### config.mk
export PLATFORM = sky130hd
export DESIGN_NAME = stopwatch_ctrl
export DESIGN_NICKNAME = d
export VERILOG_FILES = /design/src/rtl/stopwatch_ctrl.sv
export SDC_FILE = /design/constraint.sdc
export NUM_CORES = 1
export LEC_CHECK = 0
export ABC_AREA = 0
export CORE_UTILIZATION = 24
export CTS_CLUSTER_DIAMETER = 40
export CTS_CLUSTER_SIZE = 20
export DETAILED_ROUTE_END_ITERATION = 6
export PLACE_DENSITY_LB_ADDON = 0.2
export SYNTH_ARGS = -nofsm -noshare
export SYNTH_HDL_FRONTEND = slang
export SYNTH_SLANG_ARGS = --single-unit
### constraint.sdc
create_clock -name CLK -period 5.69 [get_ports CLK]
set_input_delay 0.569 -clock CLK [delete_from_list [all_inputs] [get_ports CLK]]
set_output_delay 0.569 -clock CLK [all_outputs]
set_load 0.005 [all_outputs]
### src/rtl/stopwatch_ctrl.sv
// Stopwatch sequencing controller: button FSM, stretched start/stop request, lap buffer, display select.
// Optional macro STOPWATCH_CTRL_LAP_OVERWRITE_EN: a capture into a full lap buffer overwrites the oldest entry.
module stopwatch_ctrl #(
    parameter int LAP_DEPTH = 4,
    parameter int LAP_AW    = 2
) (
    input  logic              CLK,
    input  logic              RESET,
    input  logic              BTN_MODE,
    input  logic              BTN_SS,
    input  logic              BTN_LAP,
    input  logic              SLOW_TICK,
    input  logic [15:0]       SW_DIGITS,
    output logic              SW_ENABLE,
    output logic              SW_START_STOP,
    output logic              SW_CLEAR,
    output logic              SS_BUSY,
    output logic [15:0]       DISP_DIGITS,
    output logic              DISP_LAP,
    output logic [LAP_AW-1:0] LAP_IDX,
    output logic [LAP_AW:0]   LAP_COUNT,
    output logic              LAP_FULL
);

    typedef enum logic [2:0] {IDLE, READY, RUNNING, PAUSED, LAP_VIEW} state_t;

    localparam logic [LAP_AW:0]   DEPTH = (LAP_AW+1)'(LAP_DEPTH);
    localparam logic [LAP_AW-1:0] LAST  = LAP_AW'(LAP_DEPTH - 1);

    state_t            state, state_next;
    logic              ss_busy;
    logic              sw_clear;
    logic [15:0]       live_q;
    logic [15:0]       lap_mem [LAP_DEPTH];
    logic [LAP_AW-1:0] wr_ptr;
    logic [LAP_AW-1:0] rd_base;
    logic [LAP_AW-1:0] lap_idx, idx_next;
    logic [LAP_AW:0]   lap_count;
    logic [LAP_AW:0]   rd_sum;
    logic [LAP_AW-1:0] rd_addr;
    logic              issue, cancel, capture, clr_laps, pulse_clr;
    logic              full;

    function automatic logic [LAP_AW-1:0] wrap_inc(input logic [LAP_AW-1:0] p);
        return (p == LAST) ? '0 : p + 1'b1;
    endfunction

    assign full = (lap_count == DEPTH);

    // Priority MODE > SS > LAP is resolved per state among the buttons that state honours.
    always_comb begin
        state_next = state;
        idx_next   = lap_idx;
        issue      = 1'b0;
        cancel     = 1'b0;
        capture    = 1'b0;
        clr_laps   = 1'b0;
        pulse_clr  = 1'b0;
        case (state)
            IDLE: begin
                if (BTN_MODE) state_next = READY;
            end
            READY: begin
                if (BTN_MODE) begin
                    state_next = IDLE;
                    clr_laps   = 1'b1;
                end else if (BTN_SS) begin
                    if (!ss_busy) begin
                        state_next = RUNNING;
                        issue      = 1'b1;
                    end
                end else if (BTN_LAP && lap_count != '0) begin
                    state_next = LAP_VIEW;
                    idx_next   = '0;
                end
            end
            RUNNING: begin
                if (BTN_SS) begin
                    if (!ss_busy) begin
                        state_next = PAUSED;
                        issue      = 1'b1;
                    end
                end else if (BTN_LAP) begin
                    capture = 1'b1;
                end
            end
            PAUSED: begin
                if (BTN_MODE) begin
                    state_next = IDLE;
                    clr_laps   = 1'b1;
                    cancel     = 1'b1;
                end else if (BTN_SS) begin
                    if (!ss_busy) begin
                        state_next = RUNNING;
                        issue      = 1'b1;
                    end
                end else if (BTN_LAP && !ss_busy) begin
                    state_next = READY;
                    pulse_clr  = 1'b1;
                end
            end
            LAP_VIEW: begin
                if (BTN_MODE || BTN_SS) begin
                    state_next = READY;
                end else if (BTN_LAP) begin
                    idx_next = ({1'b0, lap_idx} == lap_count - 1'b1) ? '0 : lap_idx + 1'b1;
                end
            end
            default: state_next = IDLE;
        endcase
        if (clr_laps) idx_next = '0;
    end

    always_ff @(posedge CLK or posedge RESET) begin
        if (RESET) begin
            state     <= IDLE;
            ss_busy   <= 1'b0;
            sw_clear  <= 1'b0;
            live_q    <= '0;
            lap_idx   <= '0;
            lap_count <= '0;
            wr_ptr    <= '0;
            rd_base   <= '0;
            for (int unsigned i = 0; i < LAP_DEPTH; i++) lap_mem[i] <= '0;
        end else begin
            state    <= state_next;
            sw_clear <= pulse_clr;
            live_q   <= SW_DIGITS;
            lap_idx  <= idx_next;
            // Request set at acceptance, so a tick in that same cycle is not counted.
            if (issue)
                ss_busy <= 1'b1;
            else if (cancel || SLOW_TICK)
                ss_busy <= 1'b0;
            if (clr_laps) begin
                lap_count <= '0;
                wr_ptr    <= '0;
                rd_base   <= '0;
            end else if (capture) begin
                if (!full) begin
                    lap_mem[wr_ptr] <= SW_DIGITS;
                    wr_ptr          <= wrap_inc(wr_ptr);
                    lap_count       <= lap_count + 1'b1;
                end
`ifdef STOPWATCH_CTRL_LAP_OVERWRITE_EN
                else begin
                    lap_mem[wr_ptr] <= SW_DIGITS;
                    wr_ptr          <= wrap_inc(wr_ptr);
                    rd_base         <= wrap_inc(rd_base);
                end
`endif
            end
        end
    end

    always_comb begin
        rd_sum = {1'b0, rd_base} + {1'b0, lap_idx};
        if (rd_sum >= DEPTH) rd_sum = rd_sum - DEPTH;
        rd_addr = rd_sum[LAP_AW-1:0];
    end

    always_comb begin
        DISP_DIGITS = live_q;
        if (state == LAP_VIEW)
            DISP_DIGITS = lap_mem[rd_addr];
        else if (state == IDLE)
            DISP_DIGITS = '0;
    end

    assign SW_ENABLE     = (state != IDLE);
    assign SW_START_STOP = ss_busy;
    assign SS_BUSY       = ss_busy;
    assign SW_CLEAR      = sw_clear;
    assign DISP_LAP      = (state == LAP_VIEW);
    assign LAP_IDX       = lap_idx;
    assign LAP_COUNT     = lap_count;
    assign LAP_FULL      = full;

endmodule
==> results by group, run 1 <==
STA
  – Min Tclk post-route: 3.34 ns
  – Final-report max-slew violation count: 0
  – Clock Skew: 0.00819 ns
  – Setup TNS: 0 ns
  – Slew HR: 18.0%
  – RSZ-0062 raised after global routing: false
  – Slew at the pin closest to its max-slew limit: 1.23 ns
  – Final Hold Fails: 0
  – Max Clock Freq: 300 MHz
  – WHS: 0.501 ns
  – Setup violators final: 0
  – Post-route clock period utilization: 58.7%

Die
  – Die Area: 18400 sq um
  – Die W: 136 microns
  – Initial Utilization: 24.7%
  – I/O Pins: 49
  – Die Y: 136 microns
  – FP Rows: 48
  – Core ar.: 17400 sq um

Worst setup path
  – Setup CP Type: register to output pin
  – Critical Path RT: 5.12 ns
  – R2R cell count: 4
  – Largest stage delay on the critical path: 0.79 ns
  – CP endpoint kind: output pin
  – CP Depth: 4
  – R2r setup slk: 2.87 ns
  – CP bufs+invs: 2
  – CP top delay family: buffers and inverters
  – Crit start category: register
  – Reg2reg start: state[2]
  – Critical-path top delay cell: nor3b_2
  – Setup crit start: state[1]
  – Reg-to-Reg End: lap_mem[36]
  – Setup crit end: DISP_DIGITS[15]
  – Worst Path Max Fanout: 20
  – Worst Path Arrival: 2.77 ns
  – Critical-path cell list: nor3b_2 -> buf_4 -> a22o_1 -> clkdlybuf4s50_1

Global route
  – Vias in the first global route: 2711
  – Wire length of the first global-routing pass: 15600 microns
  – Total grt overflow: 0
  – Met2 Use GR: 17.9%
  – M1 GR Usage: 15.4%
  – GRT Max-Usage Layer: met2
  – Largest net degree at the start of global routing: 52
  – Met3 Use GR: 4.00%
  – Tot GR Track Use: 11.6%
  – Initial antenna violation count: 0

Clocking
  – # hold bufs at CTS: 0
  – Clk_lat worst skew: 0.34 ns
  – Longest Clk Path Bufs: 2
  – Post-cts resize count: 0
  – Clock root cell: clkbuf_16
  – Clock sinks: 92
  – Clock Pin Slew Worst Setup and Hold Paths: 0.06 ns
  – TritonCTS buffer count: 9
  – Htree depth: 3
  – Post-CTS Setup Inserts: 0
  – CTS tree: built

Pwr
  – PwrDens: 427 nW/um^2
  – Register share of total power: 40.8%
  – Internal Power: 1.68 mW
  – Peak supply drop: 0.147 mV
  – Leak pwr: 2.36 nW
  – Total net switching power: 603 uW
  – Sw frac: 26.5%
  – Combinational power share: 27.5%
  – Clock group share of total power: 31.7%

Yosys
  – Synthesized instance count: 293
  – Number of flops mapped to enable cells by yosys: 0
  – Post-synthesis sequential area ratio: 53.6%
  – Dominant register cell in the synthesized netlist: dfrtp_1
  – Top cells by count, synth: 92 x dfrtp_1, 56 x mux2_2, 17 x a22o_1
  – Syn Nets: 322
  – Seq cells post-synth: 92
  – YS warnings: 0
  – Asr flop ratio synth: 100%
  – Mapped Area: 4290 sq um
  – Top-area cell type share of the netlist area: 53.6%
  – Top-count cell post-synth: dfrtp_1
  – Yosys cell types: 47
  – Area leader, netlist: dfrtp_1
  – Most area-consuming cells after synthesis: dfrtp_1 54%, mux2_2 15%, mux4_2 8.4%
  – Avg Inst Size Synth: 14.7 sq um

Run status
  – Outcome: finished, final reports clean

Run
  – MaxCap Viol Count: 0

Finish
  – ANT cells: 0
  – Fin nets: 366
  – Area of the multi-input gates: 1840 sq um
  – Fill cell count: 1694
  – Reg area: 2300 sq um
  – Area Overhead vs Synth: 24.2%
  – Share of layout cells above drive strength 1: 32.7%

Place
  – Placer Congestion: 0.712
  – DP Wirelength: 6040 microns
  – IO buf count: 48

Route
  – Vias: 2543
  – Wire per inst: 16.9 microns
  – Drt drc: 0
  – Vias per cell: 4.49
  – Routed WL: 9580 microns
  – ANT nets after route: 0
  – TritonRoute pass-1 iters: 6
  – Iteration-0 DRC Markers: 164

Worst hold path
  – Hold Path Origin: lap_mem[49]
  – Worst hold path class: register to register
[how the worst min path moves through the flow]
stage	to	slack [ns]	cells after the start
final	lap_mem[49]	0.50	1
after global routing	lap_mem[49]	0.51	1
after CTS	lap_mem[49]	0.51	1
after detailed placement	lap_mem[27]	0.49	1
after global placement	lap_mem[32]	0.48	1
after floorplan	lap_mem[16]	0.47	1
[area by class of cell]
cell class	count	share of cell area [%]
tap	225	5.28
clock inverter	3	1.69
sequential	92	43.2
clock buffer	13	5.25
inverter	9	0.657
multi-input combinational	174	34.5
timing repair buffer	51	9.43
[power by group through the flow]
| stage | sequential, mW | combinational [mW] | clock [mW] |
|---|---|---|---|
| after floorplan | 0.883 | 0.470 | 0 |
| after global placement | 0.940 | 0.629 | 0 |
| after detailed placement | 0.944 | 0.632 | 0 |
| after CTS | 0.932 | 0.638 | 0.745 |
| after global routing | 0.957 | 0.689 | 0.776 |
| final | 0.931 | 0.627 | 0.722 |
[registers in the layout, indices dropped and copies added, names as in the netlist]
signal and count:
lap_mem 64, live_q 16, LAP_COUNT 3, state 3, LAP_IDX 2, wr_ptr 2
SS_BUSY 1, SW_CLEAR 1
[cell usage in the layout (no fill, tap or decap), drive strengths merged, types with 4 or more instances in the layout]
cell / Yosys / final
dfrtp: 92 / 92
mux2: 66 / 66
clkdlybuf4s50: 0 / 48
a22o: 17 / 17
mux4: 16 / 16
clkbuf: 7 / 13
nand2: 9 / 9
inv: 9 / 8
nor2: 7 / 7
ha: 7 / 7
a21oi: 5 / 5
nor2b: 5 / 5
nand3: 4 / 4
[logic make-up after synthesis]
| family | share of synthesized area, % |
|---|---|
| compound gates | 7.32 |
| xor+xnor | 0.612 |
| fa+ha+maj | 2.04 |
| buf+inv | 3.47 |
| flops | 53.6 |
| mux | 26.8 |
| simple gates | 6.12 |
[per-stage QoR]
| step | util, % | area [sq um] | power (mW) | setup WS (ns) | std cells |
|---|---|---|---|---|---|
| CTS | 30.7 | 5330 | 2.31 | 2.25 | 567 |
| finish | 30.7 | 5330 | 2.28 | 2.35 | 567 |
| detailed placement | 28.6 | 4960 | 1.58 | 2.22 | 551 |
| global placement | 28.6 | 4960 | 1.57 | 2.25 | 551 |
| global route | 30.7 | 5330 | 2.42 | 2.13 | 567 |
| floorplan | - | 4290 | 1.35 | 2.73 | 293 |
[per-layer routing]
metal | part of all wire (%) | vias to the layer above
li1 | - | 1161
met1 | 46 | 1320
met2 | 48 | 55
met5 | 0 | -
met3 | 5.0 | 7
met4 | 0.89 | 0
Power figures use the tool's default switching activity.
==> run 2: changes to the inputs <==
==> constraint.sdc (replaced) <==
create_clock -name CLK -period 2.7 [get_ports CLK]
set_input_delay 0.27 -clock CLK [delete_from_list [all_inputs] [get_ports CLK]]
set_output_delay 0.27 -clock CLK [all_outputs]
set_load 0.005 [all_outputs]
==> run 2 against run 1 <==
Net effect: first-iteration DRC count shrank 15%; global-route usage increased by 0.39 points; via count is 2.1% higher; combinational power is 120% higher; cell area increased by 1.1%; largest power group unchanged.
==> results by group, run 2 (synthesized netlist as in run 1, its figures left out) <==
Place
  – Area post-placement: 5090 sq um (+2.5%)
  – IO buf count: 48 (unchanged)
  – DP Wirelength: 6350 microns (+5.2%)
  – Placer Congestion: 0.737 (+3.6%)
  – Post-place setup slack: 0.266 ns (-1.95 ns)

Finish
  – Fin nets: 379 (+3.6%)
  – Final Cell Area: 5390 sq um (+1.1%)
  – Largest regs: lap_mem x64, live_q x16
  – Commonest non-fill, non-tap cell in the layout: dfrtp_1
  – Max reg flops: 64 (unchanged)
  – Fill cell count: 1730 (+2.1%)
  – Area Overhead vs Synth: 25.6%
  – Share of layout cells above drive strength 1: 34.9% (+2.2 points)
  – Biggest register: lap_mem
  – Most frequent cells in the layout: 92 x dfrtp_1, 56 x mux2_2, 48 x clkdlybuf4s50_1
  – ANT cells: 0 (unchanged)

Worst setup path
  – CP endpoint kind: output pin
  – Worst Path Max Fanout: 17 (-15%)
  – Setup crit start: LAP_IDX[0]
  – Crit start category: register
  – Reg2reg start: LAP_COUNT[0]
  – Critical Path RT: 2.43 ns (-2.69 ns)
  – Worst Path Arrival: 2.23 ns (-0.54 ns)
  – Setup CP Type: register to output pin

Clocking
  – Clock Pin Slew Worst Setup and Hold Paths: 0.07 ns (about the same)
  – # hold bufs at CTS: 0 (unchanged)
  – CTS tree: built
  – Post-cts resize count: 0 (unchanged)
  – Longest Clk Path Bufs: 2 (unchanged)
  – Clock sinks: 92 (unchanged)
  – Clock root cell: clkbuf_16
  – Clk_lat worst skew: 0.35 ns (about the same)
  – Post-CTS Setup Inserts: 0 (unchanged)
  – Htree depth: 3 (unchanged)
  – TritonCTS buffer count: 9 (unchanged)

Global route
  – Total grt overflow: 0 (unchanged)
  – Tot GR Track Use: 11.9% (+0.39 points)
  – Initial antenna violation count: 0 (unchanged)
  – Wire length of the first global-routing pass: 16100 microns (+3.5%)
  – Largest net degree at the start of global routing: 58 (+12%)
  – Vias in the first global route: 2735 (+0.89%)

STA
  – Setup TNS: 0 ns (unchanged)
  – Slew at the pin closest to its max-slew limit: 0.424 ns (-0.802 ns)
  – Max Clock Freq: 400 MHz
  – Clock Skew: 0.00607 ns (-0.00212 ns)
  – Final-report max-slew violation count: 0 (unchanged)
  – RSZ-0062 raised after global routing: false
  – Min Tclk post-route: 2.50 ns
  – Setup violators final: 0 (unchanged)
  – Worst Setup Slack, final: 0.197 ns (-2.16 ns)
  – Post-route clock period utilization: 92.7%
  – Slew HR: 71.7% (+54 points)
  – Final Hold Fails: 0 (unchanged)

Die
  – Initial Utilization: 24.7% (unchanged)
  – Die W: 136 microns (unchanged)
  – FP Rows: 48 (unchanged)
  – I/O Pins: 49 (unchanged)
  – Core ar.: 17400 sq um (unchanged)
  – Die Y: 136 microns (unchanged)
  – Die Area: 18400 sq um (unchanged)

Route
  – Wire per inst: 17.0 microns (+0.42%)
  – Iteration-0 DRC Markers: 139 (-15%)
  – TritonRoute pass-1 iters: 4 (-2)
  – Vias: 2596 (+2.1%)
  – Routed WL: 9840 microns (+2.7%)
  – Vias per cell: 4.48 (-0.20%)
  – Drt drc: 0 (unchanged)
  – ANT nets after route: 0 (unchanged)

Run status
  – Outcome: finished, final reports clean

Run
  – MaxCap Viol Count: 0 (unchanged)

Worst hold path
  – Worst hold path class: input port to async pin

Pwr
  – Peak supply drop: 0.326 mV (+120%)
  – Leak pwr: 2.39 nW (+1.0%)
  – PwrDens: 860 nW/um^2 (+100%)
-- run 2: cell count changes in the layout (fill, tap and decap cells not counted) --
| cell | before | now |
|---|---|---|
| buf_4 | 3 | 14 |
| clkbuf_8 | 4 | 1 |
| bufinv_16 | 3 | 1 |
| buf_12 | 0 | 2 |
| clkinvlp_4 | 0 | 3 |
| clkinv_4 | 0 | 1 |
| clkbuf_1 | 0 | 1 |
-- run 2: through the flow --
step | std cells | hold WS, ns | utilization (%) | power, mW
after floorplan | 293 | 0.301 | - | 2.85
after global placement | 564 | 0.483 | 29.3 | 3.35
after detailed placement | 564 | 0.489 | 29.3 | 3.38
after CTS | 580 | 0.207 | 31.1 | 4.71
after global routing | 580 | 0.217 | 31.1 | 4.93
final | 580 | 0.198 | 31.1 | 4.64
-- run 2: worst paths after layout --
check	endpoint	slack, ns	depth (start not counted)
setup / recovery	DISP_DIGITS[15]	0.20	4
hold / removal	lap_mem[3]	0.20	2
setup reg to reg	lap_mem[8]	0.52	6
hold reg to reg	lap_mem[50]	0.50	1
max in group asynchronous	lap_mem[12]	1.89	3
min in group CLK	live_q[0]	0.47	1
-- run 2: cell type report --
cell class | instances | area, sq um | share of cell area, %
clock inverters | 5 | 61.3 | 1.14
clock buffers | 11 | 243 | 4.50
well taps | 225 | 282 | 5.22
repair buffers | 64 | 626 | 11.6
multi-input cells | 174 | 1840 | 34.2
flip-flops and latches | 92 | 2300 | 42.7
inverters | 9 | 35.0 | 0.650
-- run 2: critical path, stage by stage, from the launching register on --
cell,delay [ns]
dfrtp_1,0.44
buf_12,0.23
mux4_2,0.51
a22o_1,0.24
clkdlybuf4s50_1,0.45
-- run 2: routing by layer --
layer / part of all wire (%) / GRT usage [%] / vias up
met4: 1.2 / 3.75 / 0
met3: 3.8 / 3.97 / 10
met2: 47 / 17.8 / 38
met5: 0 / 0 / -
met1: 48 / 16.2 / 1347
li1: - / - / 1201
-- run 2: where the power goes --
group / internal [mW] / total (mW) / switching, mW
Sequential: 1.71 / 1.93 / 0.219
Clock: 0.745 / 1.30 / 0.557
Combinational: 0.857 / 1.40 / 0.543
